File: src/rtl/ifetch_ctrl.sv
// ifetch_ctrl
// Fetch-side controller between the PC register, instruction memory and decode.
// Issues in-order fetch requests at pc_out, tracks in-flight fetches, buffers
// returned words in a DEPTH-entry queue, applies redirects and discards stale
// responses that were in flight when a redirect happened.
//
// Parameters: DEPTH (queue entries / max outstanding+buffered, power of 2, >=2),
//             XLEN  (address/instruction width).
// Ports:
//   clk, rst                 clock, asynchronous active-high reset
//   pc_out                   current PC from PC register
//   pc_en, pc_load, pc_in    PC register advance / load-select / load value
//   redirect_valid/_pc       branch-unit redirect strobe and target
//   imem_req_valid/_ready/_addr   fetch request channel
//   imem_rsp_valid/_data     in-order response channel (never stalled)
//   inst_valid/_ready/_data/_pc   instruction channel to decode
//
// Build option: define IFETCH_BYPASS_EN to forward a kept response straight to
// decode in its arrival cycle when the queue is empty.

module ifetch_ctrl #(
    parameter int unsigned DEPTH = 2,
    parameter int unsigned XLEN  = 32
) (
    input  logic            clk,
    input  logic            rst,
    input  logic [XLEN-1:0] pc_out,
    output logic            pc_en,
    output logic            pc_load,
    output logic [XLEN-1:0] pc_in,
    input  logic            redirect_valid,
    input  logic [XLEN-1:0] redirect_pc,
    output logic            imem_req_valid,
    input  logic            imem_req_ready,
    output logic [XLEN-1:0] imem_req_addr,
    input  logic            imem_rsp_valid,
    input  logic [XLEN-1:0] imem_rsp_data,
    output logic            inst_valid,
    input  logic            inst_ready,
    output logic [XLEN-1:0] inst_data,
    output logic [XLEN-1:0] inst_pc
);

    localparam int unsigned CW = $clog2(DEPTH + 1);
    localparam int unsigned PW = $clog2(DEPTH);
    localparam logic [PW-1:0] PTR_ONE = PW'(1);

    logic [CW-1:0]   live_cnt_q, live_cnt_d;
    logic [CW-1:0]   drop_cnt_q, drop_cnt_d;
    logic [CW-1:0]   q_cnt_q, q_cnt_d;
    logic [PW-1:0]   q_rd_ptr_q, q_rd_ptr_d;
    logic [PW-1:0]   q_wr_ptr_q, q_wr_ptr_d;
    logic [PW-1:0]   f_rd_ptr_q, f_rd_ptr_d;
    logic [PW-1:0]   f_wr_ptr_q, f_wr_ptr_d;
    logic [XLEN-1:0] q_data_mem_q [DEPTH];
    logic [XLEN-1:0] q_data_mem_d [DEPTH];
    logic [XLEN-1:0] q_pc_mem_q   [DEPTH];
    logic [XLEN-1:0] q_pc_mem_d   [DEPTH];
    logic [XLEN-1:0] f_pc_mem_q   [DEPTH];
    logic [XLEN-1:0] f_pc_mem_d   [DEPTH];

    logic            credit_ok;
    logic            req_fire;
    logic            rsp_keep;
    logic            rsp_drop;
    logic            bypass_vld;
    logic            inst_valid_int;
    logic [XLEN-1:0] inst_data_int;
    logic [XLEN-1:0] inst_pc_int;
    logic            q_push;
    logic            q_pop;

    // Every slot is either in flight (kept or to be dropped) or buffered,
    // so this sum never exceeds DEPTH and the queue cannot overflow.
    always_comb begin
        credit_ok = ({2'b00, live_cnt_q} + {2'b00, drop_cnt_q} + {2'b00, q_cnt_q})
                    < (CW + 2)'(DEPTH);
    end

    always_comb begin
        req_fire = credit_ok & ~redirect_valid & imem_req_ready;
        rsp_keep = imem_rsp_valid & (drop_cnt_q == '0) & ~redirect_valid;
        rsp_drop = imem_rsp_valid & (drop_cnt_q != '0) & ~redirect_valid;
`ifdef IFETCH_BYPASS_EN
        bypass_vld = rsp_keep & (q_cnt_q == '0);
`else
        bypass_vld = 1'b0;
`endif
        inst_valid_int = ((q_cnt_q != '0) & ~redirect_valid) | bypass_vld;
        inst_data_int  = bypass_vld ? imem_rsp_data : q_data_mem_q[q_rd_ptr_q];
        inst_pc_int    = bypass_vld ? f_pc_mem_q[f_rd_ptr_q] : q_pc_mem_q[q_rd_ptr_q];
        // A bypassed word consumed by decode never touches the queue.
        q_pop  = inst_valid_int & inst_ready & ~bypass_vld;
        q_push = rsp_keep & ~(bypass_vld & inst_ready);
    end

    always_comb begin
        live_cnt_d   = live_cnt_q;
        drop_cnt_d   = drop_cnt_q;
        q_cnt_d      = q_cnt_q;
        q_rd_ptr_d   = q_rd_ptr_q;
        q_wr_ptr_d   = q_wr_ptr_q;
        f_rd_ptr_d   = f_rd_ptr_q;
        f_wr_ptr_d   = f_wr_ptr_q;
        q_data_mem_d = q_data_mem_q;
        q_pc_mem_d   = q_pc_mem_q;
        f_pc_mem_d   = f_pc_mem_q;

        if (redirect_valid) begin
            // Everything kept so far becomes stale; a response arriving this
            // cycle retires one of those stale fetches immediately.
            drop_cnt_d = drop_cnt_q + live_cnt_q - CW'(imem_rsp_valid);
            live_cnt_d = '0;
            q_cnt_d    = '0;
            q_rd_ptr_d = '0;
            q_wr_ptr_d = '0;
            f_rd_ptr_d = '0;
            f_wr_ptr_d = '0;
        end else begin
            if (req_fire) begin
                f_pc_mem_d[f_wr_ptr_q] = pc_out;
                f_wr_ptr_d             = f_wr_ptr_q + PTR_ONE;
            end
            if (rsp_drop) begin
                drop_cnt_d = drop_cnt_q - CW'(1);
            end
            if (rsp_keep) begin
                f_rd_ptr_d = f_rd_ptr_q + PTR_ONE;
            end
            if (q_push) begin
                q_data_mem_d[q_wr_ptr_q] = imem_rsp_data;
                q_pc_mem_d[q_wr_ptr_q]   = f_pc_mem_q[f_rd_ptr_q];
                q_wr_ptr_d               = q_wr_ptr_q + PTR_ONE;
            end
            if (q_pop) begin
                q_rd_ptr_d = q_rd_ptr_q + PTR_ONE;
            end
            live_cnt_d = live_cnt_q + CW'(req_fire) - CW'(rsp_keep);
            q_cnt_d    = q_cnt_q + CW'(q_push) - CW'(q_pop);
        end
    end

    always_ff @(posedge clk or posedge rst) begin
        if (rst) begin
            live_cnt_q   <= '0;
            drop_cnt_q   <= '0;
            q_cnt_q      <= '0;
            q_rd_ptr_q   <= '0;
            q_wr_ptr_q   <= '0;
            f_rd_ptr_q   <= '0;
            f_wr_ptr_q   <= '0;
            q_data_mem_q <= '{default: '0};
            q_pc_mem_q   <= '{default: '0};
            f_pc_mem_q   <= '{default: '0};
        end else begin
            live_cnt_q   <= live_cnt_d;
            drop_cnt_q   <= drop_cnt_d;
            q_cnt_q      <= q_cnt_d;
            q_rd_ptr_q   <= q_rd_ptr_d;
            q_wr_ptr_q   <= q_wr_ptr_d;
            f_rd_ptr_q   <= f_rd_ptr_d;
            f_wr_ptr_q   <= f_wr_ptr_d;
            q_data_mem_q <= q_data_mem_d;
            q_pc_mem_q   <= q_pc_mem_d;
            f_pc_mem_q   <= f_pc_mem_d;
        end
    end

    // All outputs are forced low while reset is held.
    always_comb begin
        imem_req_valid = ~rst & credit_ok & ~redirect_valid;
        imem_req_addr  = rst ? '0 : pc_out;
        pc_en          = ~rst & (req_fire | redirect_valid);
        pc_load        = ~rst & redirect_valid;
        pc_in          = (~rst & redirect_valid) ? redirect_pc : '0;
        inst_valid     = ~rst & inst_valid_int;
        inst_data      = rst ? '0 : inst_data_int;
        inst_pc        = rst ? '0 : inst_pc_int;
    end

endmodule

File: config.mk
export PLATFORM = sky130hd
export DESIGN_NAME = ifetch_ctrl
export DESIGN_NICKNAME = d
export VERILOG_FILES = /design/src/rtl/ifetch_ctrl.sv
export SDC_FILE = /design/constraint.sdc
export NUM_CORES = 1
export LEC_CHECK = 0
export ABC_CLOCK_PERIOD_IN_PS = 14050
export CORE_UTILIZATION = 60
export DETAILED_ROUTE_END_ITERATION = 8
export DONT_BUFFER_PORTS = 1
export PLACE_DENSITY_LB_ADDON = 0.25
export SYNTH_ARGS = -nofsm -noshare
export SYNTH_HDL_FRONTEND = slang
export SYNTH_SLANG_ARGS = --single-unit
File: constraint.sdc
create_clock -name clk -period 14.05 [get_ports clk]
set_input_delay 2.81 -clock clk [delete_from_list [all_inputs] [get_ports clk]]
set_output_delay 2.81 -clock clk [all_outputs]
set_load 0.05 [all_outputs]
==> flow_metrics.env <==
export IMPL_leakage_nw=4.53
export IMPL_use_met2_pct=40.5
export IMPL_drc_errors=0
export IMPL_vias_per_cell=5.75
export IMPL_fin_crit_sh_pct=47.5
export IMPL_cts_tree="done"
export IMPL_cp_slowest_cell="nor4b_2"
export IMPL_met3_usage_pct=5.53
export IMPL_cpLargestDelayFamily="simple AND/OR/NAND/NOR gates"
export IMPL_gp_congestion=0.744
export IMPL_setup_violations_final=0
export IMPL_outcome="completed"
export IMPL_cts_buffer_depth=3
export IMPL_maxCapViolCount=0
export IMPL_fin_util_pct=66.9
export IMPL_pwr_density_cell_nw_per_um2=240
export IMPL_ios=234
export IMPL_max_stage_delay_ns=1.01
export IMPL_area_growth_pct=7.23
export IMPL_finalMaxSlewViolations=0
export IMPL_crit_chain="nor4b_2"
export IMPL_synth_avg_cell_area_um2=12.0
export IMPL_grt_total_usage_pct=23.2
export IMPL_grt_ovfl_total=0
export IMPL_grt_pass1_vias=5979
export IMPL_start_util_pct=62.4
export IMPL_min_period_ns=6.67
export IMPL_htreeDepth=1
export IMPL_dp_cells=963
export IMPL_placed_area_um2=9620
export IMPL_drive_gt1_share_pct=22.8
export IMPL_startpoint_type="input pin"
export IMPL_met1_usage_pct=29.2
export IMPL_cp_num_buf_inv=0
export IMPL_rsz0062_at_grt="no"
export IMPL_max_freq_mhz=150
export IMPL_slew_headroom_pct=17.2
export IMPL_cp_startpoint="rst"
export IMPL_ys_seq_area_share_pct=52.5
export IMPL_port_buffers=0
export IMPL_grt_antenna_before_repair=0
export IMPL_cp_required_ns=11.24
export IMPL_cts_resized=0
export IMPL_antenna_cells=0
export IMPL_yosys_warnings=0
export IMPL_cts_setup_buffers=0
export IMPL_final_cell_count_no_fill=1000
export IMPL_hp_class="flop to flop"
export IMPL_ys_seq_elements=202
export IMPL_cts_sinks=202
export IMPL_finalSetupTns_ns=0
export IMPL_min_from="q_pc_mem_q[4]$_DFFE_PP0P_"
export IMPL_ctsHoldBuffers=0
export IMPL_row_count=45
export IMPL_peakVddDrop_uv=162
export IMPL_grt_pass1_wl_um=30300
export IMPL_syn_area_um2=9620
export IMPL_dpl_hpwl_um=11800
export IMPL_fp_dieH_um=129
export IMPL_dr_pass1_iters=5
export IMPL_wirelength_um=19100
export IMPL_hold_viol_final=0
export IMPL_critical_path_arrival_ns=3.86
export IMPL_cp_max_fo=101
export IMPL_worstSetupPathType="input pin to primary output"
export IMPL_synth_cells=799
export IMPL_path_clk_slew_ns=0.06
export IMPL_die_area_um2=16500
export IMPL_fp_coreArea_um2=15400
export IMPL_grt_busiest_layer="met2"
export IMPL_r2r_start="live_cnt_q[1]$_DFF_PP0_"
export IMPL_synth_distinct_cells=33
export IMPL_drt_iter0_markers=257
export IMPL_fin_area_um2=10300
export IMPL_postRouteAntennaNets=0
export IMPL_cts_root_buf="clkbuf_16"
export IMPL_cts_buffers=21
export IMPL_nets=888
export IMPL_die_w_um=129
export IMPL_post_drt_wl_per_cell_um=19.1
export IMPL_end_kind="primary output"
export IMPL_finClkSkew_ns=0.0279
export IMPL_grt_max_degree=132
export IMPL_syn_nets=912
export IMPL_vias=5752
export IMPL_tightest_slew_ns=1.24
export IMPL_clkLatencyLatePin_ns=0.50
## cell type report
type                    instances  area, µm²
clock buffers                  31        613
clock inverters                 6       83.8
fillers                      1155       5110
inverters                      10       45.0
multi-input cells             532       4190
flip-flops and latches        202       5060
well taps                     211        264
repair buffers                  8       60.1
## stage by stage
step / hold slack (ns) / worst slack, ns / power (mW)
2_1_floorplan: 0.450 / 5.34 / 1.80
3_3_place_gp: 0.461 / 7.42 / 1.88
3_5_place_dp: 0.470 / 7.41 / 1.94
4_1_cts: 0.483 / 7.41 / 2.50
5_1_grt: 0.510 / 7.39 / 2.62
6_report: 0.481 / 7.38 / 2.48
## sequential cells by signal, indices dropped and copies added, names as in the netlist
signal and count:
q_cnt_q 2, f_wr_ptr_q 1, f_rd_ptr_q 1, q_rd_ptr_q 1
live_cnt_q 2, q_wr_ptr_q 1, drop_cnt_q 2, q_data_mem_q 64
f_pc_mem_q 64, q_pc_mem_q 64
## layout by cell type, fill, tap and decap left out, drive strengths merged, types with 2 or more instances in the layout
| cell | count |
|---|---|
| a21oi | 32 |
| and2 | 32 |
| and2b | 2 |
| buf | 8 |
| bufinv | 2 |
| clkbuf | 31 |
| clkinv | 3 |
| dfrtp | 202 |
| ha | 10 |
| inv | 11 |
| mux2 | 129 |
| mux2i | 97 |
| nand2 | 34 |
| nand4b | 2 |
| nor2 | 106 |
| nor2b | 35 |
| o21ai | 34 |
| xnor2 | 6 |
| xor2 | 4 |
## worst paths after layout
check                                          endpoint  cells past startpoint  slack [ns]
min in group asynchronous  q_data_mem_q[60]$_DFFE_PP0P_                      1        2.38
min                           q_pc_mem_q[4]$_DFFE_PP0P_                      2        0.48
max                                      imem_req_valid                      1        7.38
max in group asynchronous     q_pc_mem_q[5]$_DFFE_PP0P_                      2       10.27
min reg2reg                   q_pc_mem_q[4]$_DFFE_PP0P_                      2        0.48
max reg2reg                  f_pc_mem_q[31]$_DFFE_PP0P_                      8       11.22
## cells in the mapped netlist
cell	instances	share of area, %
nand3_1	1	0.052
buf_12	1	0.21
xnor2_1	6	0.55
nor2_1	105	4.1
nand4b_2	1	0.16
o21ai_0	34	1.8
inv_1	10	0.39
xor2_1	4	0.36
nor2b_1	35	2.3
dfrtp_1	202	53
fa_1	1	0.21
nor3_1	1	0.052
and4_1	1	0.091
nand4b_4	1	0.25
buf_2	22	1.1
and2_1	32	2.1
a21bo_2	1	0.10
a31oi_1	1	0.065
a21oi_1	32	1.7
nor4b_1	1	0.091
nor4bb_4	1	0.26
nor2_4	1	0.12
mux2i_1	97	10
buf_6	9	1.1
clkbuf_1	17	0.66
buf_4	5	0.39
mux2_2	99	12
ha_1	10	1.3
mux2_4	30	4.7
and2b_1	2	0.16
buf_8	1	0.16
a21o_1	1	0.078
nand2_1	34	1.3
## where the power goes
group	switching, mW	leakage [nW]	internal, mW	total [mW]
clock	0.215	0.345	0.338	0.554
sequential	0.179	2.52	0.854	1.03
combinational	0.528	1.66	0.362	0.890
total	0.923	4.53	1.55	2.48
## cells by family (layout without fill, tap and decap cells)
logic type	count (synthesis)	count (layout)	share of synthesized area [%]
muxes	226	226	26.4
and+or+nand+nor	216	216	11.0
DFF	202	202	52.5
AOI/OAI and AO/OA	69	69	3.68
buffers and inverters	65	55	4.01
adders and majority gates	11	11	1.51
xor gates and xnor gates	10	10	0.910
## worst reg2reg max path, stage by stage (launching register included)
cell	delay [ns]
dfrtp_1	0.35
inv_1	0.08
fa_1	0.53
inv_1	0.04
ha_1	0.27
and2b_1	0.27
and4_2	0.23
buf_4	0.53
mux2_2	0.42
## metal layers
layer | vias to the layer above | share of wire (%) | wire [µm]
li1 | 2656 | - | -
met1 | 2887 | 41 | 7820
met2 | 181 | 51 | 9710
met3 | 28 | 6.4 | 1230
met4 | 0 | 2.0 | 376
met5 | - | 0 | 0
Note: power is estimated with default switching activity, not from simulation.
